**src/rtl/instr_loader.sv**
```systemverilog
// ----------------------------------------------------------------------------
// instr_loader
//
// Program loader on the writing end of the instruction fetch path. It takes a
// byte stream over a valid/ready handshake and assembles 9-bit machine words.
// Each word is written into the instruction RAM. When the load is complete the
// loader releases the CPU.
//
// Stream format: N[7:0], N[15:8], then N words. Each word is sent as a lo byte
// (word[7:0]) followed by a hi byte, of which only bit 0 (word[8]) is used.
//
// Ports
//   clk        system clock, rising edge
//   reset      asynchronous, active-low reset
//   in_valid   byte source presents in_data
//   in_data    stream byte
//   in_ready   loader accepts a byte this cycle (registered)
//   wr_en      instr RAM write strobe, one cycle per word
//   wr_addr    instr RAM write address
//   wr_data    machine word to write
//   cpu_hold   1 = hold CPU in reset, 0 = run
//   load_done  sticky: every word of the program has been written
//   err        sticky: the length header exceeded the RAM size
// ----------------------------------------------------------------------------
module instr_loader #(
    parameter int D = 10,   // instruction address width
    parameter int W = 9     // machine word width (ISA-fixed, 9 bits)
) (
    input  logic         clk,
    input  logic         reset,
    input  logic         in_valid,
    input  logic [7:0]   in_data,
    output logic         in_ready,
    output logic         wr_en,
    output logic [D-1:0] wr_addr,
    output logic [W-1:0] wr_data,
    output logic         cpu_hold,
    output logic         load_done,
    output logic         err
);

    typedef enum logic [2:0] {
        IDLE,
        LEN_LO,
        LEN_HI,
        WORD_LO,
        WORD_HI,
        WRITE,
        DONE,
        ERR
    } state_t;

    state_t         state_reg;
    state_t         state_next;

    logic           in_ready_reg;
    logic           wr_en_reg;
    logic [D-1:0]   wr_addr_reg;
    logic [W-1:0]   wr_data_reg;
    logic           cpu_hold_reg;
    logic           load_done_reg;
    logic           err_reg;

    logic [7:0]     n_lo_reg;   // first header byte, held until the second arrives
    logic [15:0]    n_reg;      // word count N
    logic [7:0]     lo_reg;     // lo byte of the word being assembled

    logic           accept;
    logic [15:0]    n_full;
    logic           last_word;

    assign accept = in_valid && in_ready_reg;

    // Header value as it completes, so LEN_HI can branch on it immediately.
    assign n_full = {in_data, n_lo_reg};

    // The write address doubles as the count of words already written, so the
    // last word is the one whose address equals N-1.
    assign last_word = (16'(wr_addr_reg) == (n_reg - 16'd1));

    // ------------------------------------------------------------------------
    // Next-state logic
    // ------------------------------------------------------------------------
    always_comb begin
        state_next = state_reg;
        case (state_reg)
            IDLE: begin
                state_next = LEN_LO;
            end
            LEN_LO: begin
                if (accept) state_next = LEN_HI;
            end
            LEN_HI: begin
                if (accept) begin
                    if (n_full == 16'd0) begin
                        state_next = DONE;
                    end else if (17'(n_full) > (17'd1 << D)) begin
                        state_next = ERR;
                    end else begin
                        state_next = WORD_LO;
                    end
                end
            end
            WORD_LO: begin
                if (accept) state_next = WORD_HI;
            end
            WORD_HI: begin
                if (accept) state_next = WRITE;
            end
            WRITE: begin
                state_next = last_word ? DONE : WORD_LO;
            end
            DONE: begin
                state_next = DONE;
            end
            ERR: begin
                state_next = ERR;
            end
            default: begin
                state_next = IDLE;
            end
        endcase
    end

    // ------------------------------------------------------------------------
    // State and registered outputs. The outputs are decoded from state_next.
    // This lines them up with the state they describe, and does not cost a
    // cycle of latency.
    // ------------------------------------------------------------------------
    always_ff @(posedge clk or negedge reset) begin
        if (!reset) begin
            state_reg     <= IDLE;
            in_ready_reg  <= 1'b0;
            wr_en_reg     <= 1'b0;
            wr_addr_reg   <= '0;
            wr_data_reg   <= '0;
            cpu_hold_reg  <= 1'b1;
            load_done_reg <= 1'b0;
            err_reg       <= 1'b0;
            n_lo_reg      <= '0;
            n_reg         <= '0;
            lo_reg        <= '0;
        end else begin
            state_reg     <= state_next;
            in_ready_reg  <= (state_next == LEN_LO)  || (state_next == LEN_HI) ||
                             (state_next == WORD_LO) || (state_next == WORD_HI);
            wr_en_reg     <= (state_next == WRITE);
            cpu_hold_reg  <= (state_next != DONE);
            load_done_reg <= (state_next == DONE);
            err_reg       <= (state_next == ERR);

            if (accept && (state_reg == LEN_LO)) n_lo_reg <= in_data;
            if (accept && (state_reg == LEN_HI)) n_reg    <= n_full;
            if (accept && (state_reg == WORD_LO)) lo_reg  <= in_data;

            // Hi byte bits 7:1 carry nothing; only bit 0 becomes word[8].
            if (accept && (state_reg == WORD_HI)) wr_data_reg <= {in_data[0], lo_reg};

            // Advance only when another word follows. This means a full
            // 2**D-word load ends at the top address without wrapping.
            if ((state_reg == WRITE) && !last_word) begin
                wr_addr_reg <= wr_addr_reg + {{(D-1){1'b0}}, 1'b1};
            end
        end
    end

    assign in_ready  = in_ready_reg;
    assign wr_en     = wr_en_reg;
    assign wr_addr   = wr_addr_reg;
    assign wr_data   = wr_data_reg;
    assign cpu_hold  = cpu_hold_reg;
    assign load_done = load_done_reg;
    assign err       = err_reg;

endmodule

```
**config.mk**
```make
export PLATFORM = sky130hd
export DESIGN_NAME = instr_loader
export DESIGN_NICKNAME = d
export VERILOG_FILES = /design/src/rtl/instr_loader.sv
export SDC_FILE = /design/constraint.sdc
export NUM_CORES = 1
export LEC_CHECK = 0
export ABC_CLOCK_PERIOD_IN_PS = 2940
export CAP_MARGIN = 20
export CORE_MARGIN = 4
export CORE_UTILIZATION = 40
export CTS_BUF_LIST = sky130_fd_sc_hd__clkbuf_8 sky130_fd_sc_hd__clkbuf_16
export DETAILED_ROUTE_END_ITERATION = 10
export GPL_TIMING_DRIVEN = 1
export PLACE_DENSITY = 0.72
export SYNTH_ARGS = -nofsm -noshare
export SYNTH_HDL_FRONTEND = slang
export SYNTH_SLANG_ARGS = --single-unit
export TNS_END_PERCENT = 100
```
**constraint.sdc**
```tcl
create_clock -name clk -period 2.94 [get_ports clk]
set_input_delay 0.588 -clock clk [delete_from_list [all_inputs] [get_ports clk]]
set_output_delay 0.588 -clock clk [all_outputs]
set_load 0.1 [all_outputs]
```
# After elaboration in Yosys (flattened, before gate mapping)
# Cells that the tools add are included.
[totals] ff_bits=59 latchBits=0 ramBits=0 romBits=0 input_bits=11 out_inout_bits=24 elab_cells=50 n_memories=0
[op_classes] n_addsub=2 mul=0 div=0 magnitude_cmp=1 n_eq_ne=16 n_shift=0 muxes=8 n_bitwise=0 reduce_logical=12
[op_table] cell="3-bit == test, second input constant" n=8
[op_table] cell="3-bit case mux with 8 select lines" n=1
[op_table] cell="3-bit 2-to-1 mux" n=7
[op_table] cell="10-bit by 16-bit == test with 1-bit output" n=1
[op_table] cell="16-bit by 11-bit greater-than comparator with 1-bit output, second input constant" n=1
[op_table] cell="16-bit zero test" n=1
[op_table] cell="16-bit by 1-bit subtractor with 16-bit output, second input constant" n=1
[op_table] cell="3-bit by 2-bit == test with 1-bit output, second input constant" n=4
[op_table] cell="10-bit by 1-bit adder with 10-bit output, second input constant" n=1
[op_table] cell="3-bit by 1-bit == test with 1-bit output, second input constant" n=2
[op_table] cell="1-bit logical AND" n=6
[op_table] cell="3-bit zero test" n=1
[op_table] cell="1-bit logical OR" n=3
[op_table] cell="3-bit inequality test, second input constant" n=1
[op_table] cell="1-bit zero test" n=1

# Depth between registers and ports, before layout
[logic_depth] depth_word=9 depth_mapped=12 depth_no_buf=9

# Worst setup path before layout
# OpenSTA, ideal clock, no wires.
[synth_timing] path_kind="register -> register" startpoint="register in_ready_reg (netlist: in_ready)" endpoint="register err_reg (netlist: err)" setup_time_ns=0.127 arrival_time_ns=2.518 t_required_ns=2.813 setup_slack_ns=0.294 path_stages_with_launch=7 n_path_buf=0 period_less_slack_ns=2.646 path_cell_list="dfrtp_1 -> nand2_1 -> nor3_1 -> nor2_1 -> a22oi_1 -> o21a_1 -> nor2_1"
[synth_via] elab_chain_len=4 word_cells_on_any_way=7 classes_between="eq/ne: 1; mux: 5; reduce/logical: 1"
[synth_rtl] element="start, declared" line="56" rtl="logic in_ready_reg;"
[synth_rtl] element="start signal, assigned" line="145" rtl="in_ready_reg <= (state_next == LEN_LO) || (state_next == LEN_HI) ||"
[synth_rtl] element="1-bit logical AND (*)" line="72" rtl="assign accept = in_valid && in_ready_reg;"
[synth_rtl] element="3-bit 2-to-1 mux (on tied branches)"
[synth_rtl] element="3-bit case mux with 8 select lines (*)" line="86" rtl="case (state_reg)"
[synth_rtl] element="net state_next[1]" line="54" rtl="state_t state_next;"
[synth_rtl] element="3-bit == test (*)" line="150" rtl="err_reg <= (state_next == ERR);"
[synth_rtl] element="end signal, assigned" line="150"
[synth_rtl] element="end, declared" line="62" rtl="logic err_reg;"
# The timed path passes the listed nets; every way through them passes the cells marked *.
# A chain may end at the register's enable or synchronous reset.

# Worst setup path after layout
[layout_timing] startpoint="register n_reg[7]" endpoint="register wr_addr_reg[1] (netlist: wr_addr[1])"
[layout_via] elab_chain_len=4
[layout_rtl] element="start, declared" line="65" rtl="logic [15:0] n_reg;"
[layout_rtl] element="start signal, assigned" line="153" rtl="if (accept && (state_reg == LEN_HI)) n_reg <= n_full;"
[layout_rtl] element="16-bit by 1-bit subtractor with 16-bit output" line="79" rtl="assign last_word = (16'(wr_addr_reg) == (n_reg - 16'd1));"
[layout_rtl] element="10-bit by 16-bit == test with 1-bit output" line="79"
[layout_rtl] element="1-bit zero test" line="161" rtl="if ((state_reg == WRITE) && !last_word) begin"
[layout_rtl] element="1-bit logical AND" line="161"
[layout_rtl] element="end signal, assigned" line="162" rtl="wr_addr_reg <= wr_addr_reg + {{(D-1){1'b0}}, 1'b1};"
[layout_rtl] element="end, declared" line="58" rtl="logic [D-1:0] wr_addr_reg;"
# No other way between the ends.

==> metrics.csv <==
metric,value,unit
Metal-1 WL,2810,um
status,"finished, final reports clean",
"flops & latches, synth",59,
Synth cell types,46,
Post-CTS Setup Inserts,0,
CP peak stage delay,0.52,ns
CP startpoint kind,flop,
Synth top cells by count,"dfrtp_1 (58), mux2_2 (42), xnor2_1 (15), nand2_1 (14), nor2_1 (12)",
minimum clock period after layout,2.56,ns
Clock Pin Slew Worst Setup and Hold Paths,0.06,ns
Post-DRT Antenna Nets,0,
Post-CTS Hold Buffers,0,
Yosys Warn Count,0,
Post-Syn Nets,262,
Max Freq,390,MHz
CP Capture Type,flop,
"top cells by area, synth","dfrtp_1 (50%), mux2_2 (16%), xnor2_1 (4.5%), nand4_1 (1.9%), nand2_1 (1.8%)",
"Req. time, crit path",3.16,ns
Initial Util,0.419,
core area,6910,sq um
routed wire length,6110,um
initial antenna violation count,0,
crit-path cells,nor4_1 > nand2_1 > or4_1 > a31oi_1 > nand4_1 > nand3_1 > mux2_2,
number of flops mapped to enable cells by yosys,0,
Fin Hold WS,0.398,ns
Port-buffer cells,34,
TritonCTS buffer count,9,
final setup fails,0,
largest net degree at the start of global routing,60,
Synth top area share,0.502,
Crit Path Class,flop to flop,
"Seq/Total Area, Yosys",0.511,
"Hold Vio Cnt, Final",0,
area of the die,8660,sq um
first-pass GRT wire length,10200,um
# DRC,0,
Final Max Slew Viols,0,
Synth Flop Type,dfrtp_1,
Root Buffer,clkbuf_8,
combinational fraction of design power,0.430,
TritonCTS Sinks,59,
fin crit share,0.872,
Wirelength per Cell,15.6,um
max FFs per register,16,
post-DP HPWL,4390,um
global route overflow,0,
H-tree levels,3,
Chip Height,93.0,um
Initial DRT Pass Iterations,4,
cell row count,30,
met3 WL post-DR,282,um
Total GRT Usage,0.151,
CTS max path bufs,2,
max cap viols,0,
Max VDD drop,0.537,mV
DIE WIDTH,93.0,um
DR iter-0 viols,150,
latest clock arrival within the worst-skew pair,0.33,ns
clock power share,0.200,
Synth area leader,dfrtp_1,
ys async rst share,1.00,
synthesized area,2890,sq um
I/O Pins,35,
slew of the pin with the lowest slew margin,0.714,ns
CP max-delay cell,nor4_1,
Int Power,2.09,mW
vias in the first global route,2087,
HP Class,input port to async pin,
share of layout cells above drive strength 1,0.319,
vias per cell,5.32,
pwr/cell area,1030,nW/um^2
met2 WL post-DR,2960,um
Top Layer Used,met4,
switching part of the total power,0.424,
Pleak,1.59,nW
syn avg cell area,11.6,sq um
CP max FO,5,
Sw Pwr,1.53,mW
Routability Congestion,0.870,
via count,2081,
register share of total power,0.371,
CTS tree,built,
unrepaired setup endpoints after global routing,false,
Setup TNS,0,ns
Final nets,303,
Slew headroom,0.524,
leading cell type by number of instances after synthesis,dfrtp_1,
# resized after CTS,0,
skew final,0.00992,ns
Syn Inst Count,249,
"Data arrival, critical path",2.78,ns
Antenna diodes,0,
Area Overhead vs Synth,21.1,%
## cell families (layout without fill, tap and decap cells)
kind of cell | Yosys count | in the layout | synth area share
AO/OA/AOI/OAI | 30 | 30 | 0.0731
XOR/XNOR | 21 | 21 | 0.0636
adder cells (fa/ha/maj) | 2 | 2 | 0.00865
buffers and inverters | 15 | 61 | 0.0212
flip-flops | 59 | 59 | 0.511
multiplexers | 43 | 43 | 0.167
AND/OR/NAND/NOR | 79 | 79 | 0.156
## per-stage QoR
step | total power [mW] | instances | area (sq um) | worst slack, ns | util
2_1_floorplan | 2.54 | 249 | 2890 | 0.294 | -
3_3_place_gp | 2.87 | 375 | 3300 | 0.432 | 0.478
3_5_place_dp | 2.91 | 375 | 3300 | 0.377 | 0.478
4_1_cts | 3.65 | 391 | 3500 | 0.364 | 0.507
5_1_grt | 3.84 | 391 | 3500 | 0.154 | 0.507
6_report | 3.62 | 391 | 3500 | 0.376 | 0.507
## worst paths after layout
path	cells past startpoint	start	slack (ns)	to
max	7	n_reg[7]	0.38	wr_addr[1]
min	2	reset	0.40	wr_en
max reg2reg	7	n_reg[7]	0.38	wr_addr[1]
min reg2reg	1	lo_reg[0]	0.51	lo_reg[0]
max in group asynchronous	2	reset	2.07	n_reg[9]
min in group clk	1	lo_reg[0]	0.51	lo_reg[0]
## layout make-up
| class | count | area (sq um) |
|---|---|---|
| Clock inverter | 5 | 46.3 |
| Tap cell | 96 | 120 |
| Timing Repair Buffer | 42 | 335 |
| Inverter | 3 | 11.3 |
| Sequential cell | 59 | 1480 |
| Multi-Input combinational cell | 175 | 1360 |
| Fill cell | 631 | 3400 |
| Clock buffer | 11 | 151 |
## cell usage in the layout (no fill, tap or decap), types with 5 or more instances in the layout
cell,n
a21oi_1,5
and3_1,5
buf_4,32
clkbuf_8,11
clkdlybuf4s50_1,9
dfrtp_1,58
inv_1,6
mux2_2,42
nand2_1,14
nand3_1,5
nand4_1,9
nor2_1,12
nor4_1,8
xnor2_1,15
xor2_1,6
## power groups by stage
| stage | Clock (mW) | Sequential [mW] | Combinational, mW |
|---|---|---|---|
| after global routing | 0.779 | 1.38 | 1.68 |
| after floorplan | 0 | 1.72 | 0.816 |
| after CTS | 0.749 | 1.34 | 1.56 |
| after global placement | 0 | 1.34 | 1.53 |
| after detailed placement | 0 | 1.35 | 1.56 |
| final | 0.723 | 1.34 | 1.56 |
## layer usage
| metal | global-route usage | vias up |
|---|---|---|
| met5 | 0 | - |
| met4 | 0.0623 | 0 |
| met3 | 0.0418 | 4 |
| met2 | 0.232 | 44 |
| met1 | 0.201 | 1044 |
| li1 | - | 989 |
## critical path: cells and delay by family, from the launching register on
kind	cells	cell delay, ns
muxes	1	0.35
and+or+nand+nor	5	1.51
DFF	1	0.43
AOI/OAI and AO/OA	1	0.17
Power figures use the tool's default switching activity.
